<file path="src/rtl/fpu_pkg.sv">
// fpu_pkg: shared states, status codes and exponent helpers for the parametrised FP adder.
package fpu_pkg;

    typedef enum logic [2:0] {IDLE, DECODE, ALIGN, OPERATE, NORMALIZE, ROUND, WRITEBACK} fpu_state_t;

    typedef enum logic [1:0] {EXACT = 2'd0, OVERFLOW = 2'd1, UNDERFLOW = 2'd2, INEXACT = 2'd3} status_t;

    function automatic int bias(input int exp_w);
        return (1 << (exp_w - 1)) - 1;
    endfunction

    function automatic int exp_max(input int exp_w);
        return (1 << exp_w) - 1;
    endfunction

endpackage

</file>
<file path="src/rtl/fpu_round_rne.sv">
// fpu_round_rne: round-to-nearest-even on a hidden-bit mantissa with guard, round and sticky bits.
module fpu_round_rne #(
    parameter int MAN_W = 21
) (
    input  logic [MAN_W:0] man_i,
    input  logic           g_i,
    input  logic           r_i,
    input  logic           s_i,
    output logic [MAN_W:0] man_o,
    output logic           ovf_o,
    output logic           inexact_o
);

    assign {ovf_o, man_o} = {1'b0, man_i} + {{(MAN_W + 1){1'b0}}, g_i & (r_i | s_i | man_i[0])};
    assign inexact_o = g_i | r_i | s_i;

endmodule

</file>
<file path="src/rtl/fpu_addsub_param.sv">
// fpu_addsub_param: multi-cycle custom-format FP add/subtract with RNE rounding,
// valid/ready input handshake and a one-cycle result strobe.
module fpu_addsub_param
    import fpu_pkg::*;
#(
    parameter  int EXP_W = 10,
    parameter  int MAN_W = 21,
    localparam int W     = 1 + EXP_W + MAN_W
) (
    input  logic         clock_100Khz,
    input  logic         reset,
    input  logic         in_valid,
    output logic         in_ready,
    input  logic         op_sub,
    input  logic [W-1:0] Op_A_in,
    input  logic [W-1:0] Op_B_in,
    output logic         out_valid,
    output logic [W-1:0] data_out,
    output logic [1:0]   status_out
);

    localparam int M = MAN_W + 1;
    localparam int X = M + 3;
    localparam logic [EXP_W-1:0] EMAX = EXP_W'(exp_max(EXP_W));

    fpu_state_t       state_q;
    status_t          st_q, status_q;
    logic [W-1:0]     a_q, b_q, res_q, data_q;
    logic             sa_q, sb_q, uf_q, out_valid_q;
    logic [EXP_W:0]   e_q;
    logic [EXP_W-1:0] diff_q;
    logic [X-1:0]     ma_q, mb_q;
    logic [X:0]       man_q;

    logic [EXP_W-1:0] ea, eb;
    logic [MAN_W-1:0] fa, fb;
    logic [M-1:0]     ma, mb;
    logic             swap, spa, spb;
    logic [X-1:0]     b_sh, b_lost, b_al;
    logic [X:0]       sum_d;
    logic [M-1:0]     m_r;
    logic             ovf, inexact;
    logic [EXP_W:0]   e_fin;

    // Zero exponent flushes the operand to zero; magnitude order uses {exp,frac}.
    always_comb begin
        ea   = a_q[W-2:MAN_W];
        eb   = b_q[W-2:MAN_W];
        fa   = (ea == '0) ? '0 : a_q[MAN_W-1:0];
        fb   = (eb == '0) ? '0 : b_q[MAN_W-1:0];
        ma   = (ea == '0) ? '0 : {1'b1, fa};
        mb   = (eb == '0) ? '0 : {1'b1, fb};
        swap = {eb, fb} > {ea, fa};
        spa  = ea == EMAX;
        spb  = eb == EMAX;
    end

    always_comb begin
        b_sh   = mb_q >> diff_q;
        b_lost = mb_q & ((X'(1) << diff_q) - X'(1));
        b_al   = (int'(diff_q) >= MAN_W + 3) ? {{(X-1){1'b0}}, |mb_q}
                                             : b_sh | {{(X-1){1'b0}}, |b_lost};
        sum_d  = (sa_q == sb_q) ? {1'b0, ma_q} + {1'b0, mb_q} : {1'b0, ma_q} - {1'b0, mb_q};
        e_fin  = e_q + {{EXP_W{1'b0}}, ovf};
    end

    fpu_round_rne #(.MAN_W(MAN_W)) u_round (
        .man_i     (man_q[X-1:3]),
        .g_i       (man_q[2]),
        .r_i       (man_q[1]),
        .s_i       (man_q[0]),
        .man_o     (m_r),
        .ovf_o     (ovf),
        .inexact_o (inexact)
    );

    always_ff @(posedge clock_100Khz or negedge reset) begin
        if (!reset) begin
            state_q     <= IDLE;
            st_q        <= EXACT;
            status_q    <= EXACT;
            a_q         <= '0;
            b_q         <= '0;
            res_q       <= '0;
            data_q      <= '0;
            sa_q        <= 1'b0;
            sb_q        <= 1'b0;
            uf_q        <= 1'b0;
            out_valid_q <= 1'b0;
            e_q         <= '0;
            diff_q      <= '0;
            ma_q        <= '0;
            mb_q        <= '0;
            man_q       <= '0;
        end else begin
            out_valid_q <= 1'b0;
            case (state_q)
                IDLE: if (in_valid) begin
                    a_q     <= Op_A_in;
                    b_q     <= {Op_B_in[W-1] ^ op_sub, Op_B_in[W-2:0]};
                    state_q <= DECODE;
                end
                DECODE: if (spa || spb) begin
                    res_q   <= {spa ? a_q[W-1] : b_q[W-1], EMAX,
                                {{(MAN_W-1){1'b0}}, spa & spb & (a_q[W-1] ^ b_q[W-1])}};
                    st_q    <= OVERFLOW;
                    state_q <= WRITEBACK;
                end else begin
                    sa_q    <= swap ? b_q[W-1] : a_q[W-1];
                    sb_q    <= swap ? a_q[W-1] : b_q[W-1];
                    e_q     <= {1'b0, swap ? eb : ea};
                    diff_q  <= swap ? eb - ea : ea - eb;
                    ma_q    <= {swap ? mb : ma, 3'b000};
                    mb_q    <= {swap ? ma : mb, 3'b000};
                    state_q <= ALIGN;
                end
                ALIGN: begin
                    mb_q    <= b_al;
                    state_q <= OPERATE;
                end
                OPERATE: if (sum_d == '0) begin
                    res_q   <= {sa_q & sb_q, {(W-1){1'b0}}};
                    st_q    <= EXACT;
                    state_q <= WRITEBACK;
                end else begin
                    man_q   <= sum_d;
                    state_q <= NORMALIZE;
                end
                NORMALIZE: if (man_q[X]) begin
                    man_q <= {1'b0, man_q[X:2], man_q[1] | man_q[0]};
                    e_q   <= e_q + (EXP_W+1)'(1);
                end else if (!man_q[X-1] && e_q > (EXP_W+1)'(1)) begin
                    man_q <= man_q << 1;
                    e_q   <= e_q - (EXP_W+1)'(1);
                end else begin
                    uf_q    <= !man_q[X-1];
                    state_q <= ROUND;
                end
                ROUND: begin
                    if (e_fin >= {1'b0, EMAX}) begin
                        res_q <= {sa_q, EMAX, {MAN_W{1'b0}}};
                        st_q  <= OVERFLOW;
                    end else if (uf_q && !m_r[M-1]) begin
                        res_q <= {sa_q, {(W-1){1'b0}}};
                        st_q  <= UNDERFLOW;
                    end else begin
                        res_q <= {sa_q, e_fin[EXP_W-1:0], m_r[MAN_W-1:0]};
                        st_q  <= inexact ? INEXACT : EXACT;
                    end
                    state_q <= WRITEBACK;
                end
                WRITEBACK: begin
                    data_q      <= res_q;
                    status_q    <= st_q;
                    out_valid_q <= 1'b1;
                    state_q     <= IDLE;
                end
                default: state_q <= IDLE;
            endcase
        end
    end

    assign in_ready   = state_q == IDLE;
    assign out_valid  = out_valid_q;
    assign data_out   = data_q;
    assign status_out = status_q;

endmodule
</file>
<file path="config.mk">
export PLATFORM = sky130hd
export DESIGN_NAME = fpu_addsub_param
export DESIGN_NICKNAME = d
export VERILOG_FILES = /design/src/rtl/fpu_pkg.sv /design/src/rtl/fpu_round_rne.sv /design/src/rtl/fpu_addsub_param.sv
export SDC_FILE = /design/constraint.sdc
export NUM_CORES = 1
export LEC_CHECK = 0
export ABC_AREA = 1
export CAP_MARGIN = 20
export CORE_MARGIN = 2
export CORE_UTILIZATION = 55
export CTS_CLUSTER_SIZE = 40
export DETAILED_ROUTE_END_ITERATION = 12
export PLACE_DENSITY = 0.87
export SYNTH_ARGS = -nofsm -noshare
export SYNTH_HDL_FRONTEND = slang
export SYNTH_SLANG_ARGS = --single-unit
</file>
<file path="constraint.sdc">
create_clock -name clock_100Khz -period 4.2 [get_ports clock_100Khz]
set_clock_uncertainty 0.2 [all_clocks]
set_input_delay 0.63 -clock clock_100Khz [delete_from_list [all_inputs] [get_ports clock_100Khz]]
set_output_delay 0.63 -clock clock_100Khz [all_outputs]
set_load 0.02 [all_outputs]
</file>
* Word level (Yosys, flattened, before mapping)
Index checks and enable logic that the tools add are counted.
** Word-level totals
- Output and inout bits :: 36
- Flip-flop bits (word level) :: 233
- Bits of input ports :: 68
** Cells by class
- Equality and inequality tests :: 17
- Reduce and logical (&&, ||, !) cells :: 24
- Bitwise logic cells :: 15
- Shifts and indexed selects :: 2
- $lt $le $gt $ge :: 4
- Add/sub/neg operators :: 9
- Mux-type cells :: 41
** Operators with widths (number)
- 2-to-1 mux 26 bit :: 4
- case mux 32 bit (3 select lines) :: 1
- 2-to-1 mux 22 bit :: 4
- 2-to-1 mux 32 bit :: 2
- 2-to-1 mux 31 bit :: 2
- case mux 26 bit (2 select lines) :: 1
- 2-to-1 mux 25 bit :: 2
- case mux 25 bit (2 select lines) :: 1
- OR reduction 25 bit :: 2
- 2-to-1 mux 21 bit :: 2
- 2-to-1 mux 11 bit :: 3
- greater-than comparator 31 bit :: 1
- adder 25 x 25 -> 26 bit :: 1
- zero test 26 bit :: 1
- subtractor 25 x 25 -> 26 bit :: 1
- bitwise AND 25 bit :: 1
- OR 25 x 1 -> 25 bit :: 1
- << shifter 1 x 10 -> 25 bit (first input constant) :: 1
- >> shifter 25 x 10 -> 25 bit :: 1
- subtractor 25 x 1 -> 25 bit (second input constant) :: 1
- adder 22 x 1 -> 23 bit :: 1
- case mux 11 bit (2 select lines) :: 1
- == test 10 bit (second input constant) :: 2
- zero test 10 bit :: 2
- other kinds (31) :: 73

* Longest topological paths before layout
Gate-level depths: netlist of run 1.
- Depth in word-level cells :: 9
- Depth in mapped cells :: 25

* Hierarchy
From an unflattened synthesis of run 1, not the netlist that was laid out.
** Second synthesis, totals
- Cells, all modules :: 2812
- Area, all modules :: 18402.6 um^2
** By module, submodules not included
- fpu_addsub_param :: times used 1, cells each 2695, area an instance 17762.0 um^2
- fpu_round_rne :: times used 1, cells each 117, area an instance 640.6 um^2

* Least setup slack after synthesis of run 1
OpenSTA, ideal clock, no wires.
- Path type :: register to register
- From :: register man_q[2]
- To :: register res_q[22]
- Data required time :: 3.884 ns
- Library setup time :: 0.116 ns
- Buffers on the path :: 1
- Data arrival time :: 3.708 ns
- Path slack :: 0.176 ns
- Cell stages (with the launch flop) :: 26
- Path through :: dfrtp_1 nand2_1 inv_1 ha_1 nand2_1 nor2_1 nand4_1 nor3_1 nand4_1 nor2_1 nand2_1 inv_1 nand2_1 nor2_1 ha_1 ha_1 inv_1 nor3_1 nand2_1 xor2_1 nor4_1 a41oi_1 clkbuf_1 nand2_1 nand2_1 nand2_1
** Between the ends
- Word-level cells in the longest chain between the ends :: 7
** RTL lines
- from (decl) :: RTL line fpu_addsub_param.sv:33 : logic [X:0] man_q;
- from (signal assigned) :: RTL line fpu_addsub_param.sv:126 : man_q <= sum_d;
- from (signal assigned) :: RTL line fpu_addsub_param.sv:130 : man_q <= {1'b0, man_q[X:2], man_q[1] | man_q[0]};
- from (signal assigned) :: RTL line fpu_addsub_param.sv:133 : man_q <= man_q << 1;
- bitwise AND 1 bit * :: RTL line fpu_round_rne.sv:14 : assign {ovf_o, man_o} = {1'b0, man_i} + {{(MAN_W + 1){1'b0}}, g_i & (r_i | s_i | man_i[0])};
- adder 22 x 1 -> 23 bit * :: RTL line fpu_round_rne.sv:14
- branches (longest 3 deep; another with adder 11 x 1 -> 11 bit)
- 2-to-1 mux 31 bit * :: RTL line fpu_addsub_param.sv:140 : if (e_fin >= {1'b0, EMAX}) begin
- case mux 32 bit (3 select lines) * :: RTL line fpu_addsub_param.sv:97 : case (state_q)
- to (signal assigned) :: RTL line fpu_addsub_param.sv:141 : res_q <= {sa_q, EMAX, {MAN_W{1'b0}}};
- to (signal assigned) :: RTL line fpu_addsub_param.sv:144 : res_q <= {sa_q, {(W-1){1'b0}}};
- to (signal assigned) :: RTL line fpu_addsub_param.sv:147 : res_q <= {sa_q, e_fin[EXP_W-1:0], m_r[MAN_W-1:0]};
- to (decl) :: RTL line fpu_addsub_param.sv:28 : logic [W-1:0] a_q, b_q, res_q, data_q;
Every way passes the cells marked *.
A chain may end at the register's enable or synchronous reset.

* Worst setup path after layout of run 1
- From :: register mb_q[5]
- To :: register st_q[1]
** Between the ends
- Word-level cells in the longest chain between the ends :: 5
** RTL lines
- from (decl) :: RTL line fpu_addsub_param.sv:32 : logic [X-1:0] ma_q, mb_q;
- from (signal assigned) :: RTL line fpu_addsub_param.sv:114 : mb_q <= {swap ? ma : mb, 3'b000};
- from (signal assigned) :: RTL line fpu_addsub_param.sv:118 : mb_q <= b_al;
- subtractor 25 x 25 -> 26 bit / adder 25 x 25 -> 26 bit (equally long branches) :: RTL line fpu_addsub_param.sv:63 : sum_d = (sa_q == sb_q) ? {1'b0, ma_q} + {1'b0, mb_q} : {1'b0, ma_q} - {1'b0, mb_q};
- 2-to-1 mux 26 bit * :: RTL line fpu_addsub_param.sv:63
- zero test 26 bit * :: RTL line fpu_addsub_param.sv:121 : OPERATE: if (sum_d == '0) begin
- != test 2 bit (no line) *
- AND reduction 3 bit (no line) *
- to (signal assigned) :: RTL line fpu_addsub_param.sv:148 : st_q <= inexact ? INEXACT : EXACT;
- to (decl) :: RTL line fpu_addsub_param.sv:27 : status_t st_q, status_q;
Every way passes the cells marked *; elsewhere a longest branch is shown, timed or not.

==> summary.txt, run 1 <==
CTS
  • CTS root buf: clkbuf_16
  • Clk_lat worst skew: 0.54 ns
  • CTS Buf Count: 25
  • CTS tree: yes
  • Clock Tree Buf Depth: 3
  • Clk sinks: 233
  • H-tree depth: 1
  • Clock slew at reported path FFs: 0.06 ns

Floorplan
  • Initial core utilization: 0.5622
  • DIE HEIGHT: 186.8 um
  • I/O pins: 104
  • CORE AREA: 32700 um^2
  • Die Footprint: 34910 um^2
  • Core Rows: 66
  • Die width: 186.8 um

Timing
  • Worst Max-Slew Pin Slew: 0.9029 ns
  • Part of the cycle the worst path needs: 0.9621
  • Setup_tns: 0 ns
  • Top achievable clock speed: 247.5 MHz
  • Setup ws final: 0.1591 ns
  • Min Tclk post-route: 4.041 ns
  • Final hold viol count: 0
  • # setup viols final: 0
  • Slew margin rel.: 0.3943
  • Slew Limit Fails: 0
  • Hold WS: 0.2684 ns

Pwr
  • Maximum VDD drop: 498.0 uV
  • Leakage: 0.01064 uW
  • Power Density: 988.8 nW/um^2

Drt
  • First drt pass iteration count: 6
  • DRC violation count after routing: 0
  • DR vias: 20570
  • Routed wire per std cell: 19.99 um
  • Final wirelength: 67.98 mm
  • Initial drt markers: 2856
  • Remaining antenna violation count: 0
  • Via density: 6.047

Synthesis
  • Synth Instances: 2868
  • Synth cell types: 51
  • Post-synth EDFFs: 0
  • Synthesized cell area: 18390 um^2
  • Post-Syn Nets: 3032
  • Sequential share of the synthesized area: 0.3171
  • Fraction of registers with async set/reset: 1.000
  • Synthesized area per cell: 6.410 um^2
  • Yosys warns: 0
  • Main synth FF type: dfrtp_1
  • Synth Register Bits: 233

Global route
  • Antenna violations before repair: 0
  • Wire length of the first global-routing pass: 106.8 mm
  • Vias in the first global route: 19290
  • Gr ovfl total: 0
  • Total GRT Usage: 0.3822
  • Largest net degree at the start of global routing: 107

Setup path
  • Worst setup path category: reg2reg
  • Reg-to-reg endpoint: st_q[1]
  • WP data arrival: 4.24 ns
  • Reg2Reg Depth: 22
  • Setup slack, reg-to-reg: 0.16 ns
  • Crit path capture type: flip-flop
  • Critical-path maximum fanout: 34
  • CP required: 4.40 ns
  • CP Launch Type: flip-flop
  • Critical Path Source: mb_q[5]
  • FF-to-FF Start: mb_q[5]

Finish
  • Final nets: 3106
  • Fraction of final layout cells sized beyond drive strength 1: 0.05745
  • Cell Count, Final, Fillers Out: 3401
  • P&R area growth vs syn: 14.53%
  • Diodes inserted: 0

Min path
  • Hold Crit Depth: 2
  • Min-Delay Endpoint: data_out[7]
  • Hold Path Class: reg2reg
  • Min-delay src: data_out[7]

Place
  • Placed Cells: 3345
  • GP Congestion: 1.041
  • Final HPWL DP: 51.41 mm
  • Pre-CTS WS: -0.01743 ns
  • I/O Buffers: 103

Job
  • Maxcap violations: 0

Outcome
  • Status: complete, no violations
-- synth_stat cells, types with 4 or more instances --
library cell  instances  share of area
o21a_1                9         0.0037
nor2_1              303          0.062
buf_1                12         0.0024
nand2_1             871           0.18
a21oi_1             171          0.047
o31ai_1               4         0.0016
xnor2_1               8         0.0038
inv_1               279          0.057
nand4_1              71          0.024
xor2_1               31          0.015
buf_2                25         0.0068
o21bai_1              6         0.0024
nand3b_1             10         0.0041
ha_1                 93          0.063
o21ai_0             217          0.059
or2_2                 4         0.0014
o22ai_1               6         0.0020
clkbuf_1             98          0.020
dfrtp_1             233           0.32
a22oi_1              14         0.0057
o21ai_1              13         0.0035
clkinv_1              9         0.0018
nor4_1               18         0.0061
a31oi_1              13         0.0044
nor3_1               56          0.015
a211oi_1              4         0.0016
o211ai_1             25          0.010
nand3_1             222          0.060
-- how the worst max path moves through the flow --
| stage | cells past startpoint | end | slack, ns |
|---|---|---|---|
| final | 22 | st_q[1] | 0.16 |
| after global placement | 24 | res_q[19] | 0.19 |
| after detailed placement | 25 | res_q[26] | -0.02 |
| after global routing | 25 | res_q[26] | -0.07 |
| after CTS | 24 | st_q[1] | 0.08 |
| after floorplan | 25 | res_q[22] | 0.18 |
-- placed cells by master (no fill, tap or decap), types with 13 or more instances in the layout --
cell type / instances
nor4_1: 17
buf_4: 75
xor2_1: 30
o211ai_1: 25
dfrtp_1: 233
inv_1: 276
nand4_1: 71
a22oi_1: 14
clkdlybuf4s50_1: 102
nand3_1: 221
ha_1: 90
nand2_1: 864
nor3_1: 54
o21ai_0: 215
a31oi_1: 13
o21ai_1: 15
nor2_1: 295
a21oi_1: 171
clkbuf_16: 25
-- layer usage --
layer  up-vias  track usage  share of wire
met3       203      0.05704           0.10
met4         0       0.1368          0.044
li1       9558            -              -
met5         -            0              0
met1      9626       0.5332           0.41
met2      1179       0.6059           0.44
-- report_power, final --
group / leakage, uW / total, uW / internal, uW / switching [uW]
Combinational: 0.00732 / 14300 / 4450 / 9800
Clock: 0.000398 / 2220 / 1270 / 954
Sequential: 0.00292 / 4340 / 3290 / 1050
-- timing repair --
| action | 4_1_cts | 5_1_grt |
|---|---|---|
| gates cloned | 0 | 3 |
| pin swaps | 0 | 9 |
| setup buffers | 0 | 8 |
| hold buffers | 1 | 0 |
| endpoints found under the setup margin | 25 | 49 |
| gates resized for setup | 2 | 36 |
| endpoints found under the hold margin | 4 | 0 |
-- cell families after synthesis --
family                     count (synthesis)  synth area share
xor gates and xnor gates                  39           0.01858
AOI/OAI and AO/OA                        503            0.1507
DFF                                      233            0.3171
and+or+nand+nor                         1567            0.3559
buffers and inverters                    430           0.09106
adders and majority gates                 96           0.06656
-- state kept, by name, indices dropped and copies added (netlist names), 2 cells and up --
| name | cells |
|---|---|
| e_q | 11 |
| st_q | 2 |
| res_q | 32 |
| state_q | 3 |
| man_q | 26 |
| diff_q | 10 |
| data_out | 32 |
| a_q | 32 |
| status_out | 2 |
| b_q | 32 |
| ma_q | 22 |
| mb_q | 25 |
-- through the flow --
step,total power (uW),util,instance area (um^2)
after CTS,20260,0.6374,20840
final,20820,0.6439,21060
after global routing,22400,0.6439,21060
after detailed placement,17920,0.6120,20010
after floorplan,13400,-,18390
after global placement,17720,0.6120,20010
-- final cells by class --
type	instances	area [um^2]
Fill cell	3004	11640
Multi-Input combinational cell	2205	11040
Sequential cell	233	5831
Timing Repair Buffer	188	1739
Inverter	289	1085
Clock buffer	31	678.2
Tap cell	442	553.0
Clock inverter	13	131.4
-- worst max-delay path, cell delays in order, from the launching register on --
cell     delay, ns
dfrtp_1       0.51
inv_1         0.24
ha_1          0.50
nand2_1       0.16
nor3_2        0.19
nand2_1       0.07
nand2_1       0.14
nand2_1       0.07
nand2_1       0.15
nand2_1       0.10
nand2_1       0.08
nand2_1       0.05
nand2_1       0.20
nand2_1       0.08
nor2_1        0.10
nand3_1       0.08
nor2_1        0.12
nand3_1       0.16
nand2_2       0.17
nand2_2       0.05
buf_4         0.24
nand2_1       0.15
nand2_1       0.08
(Power assumes the default switching activity.)
==> run 2: changes to the inputs <==
CAP_MARGIN = 10   (was 20)
==> results of run 2 <==
Same layout as run 1: the final DEF is identical, and so are final timing and power.
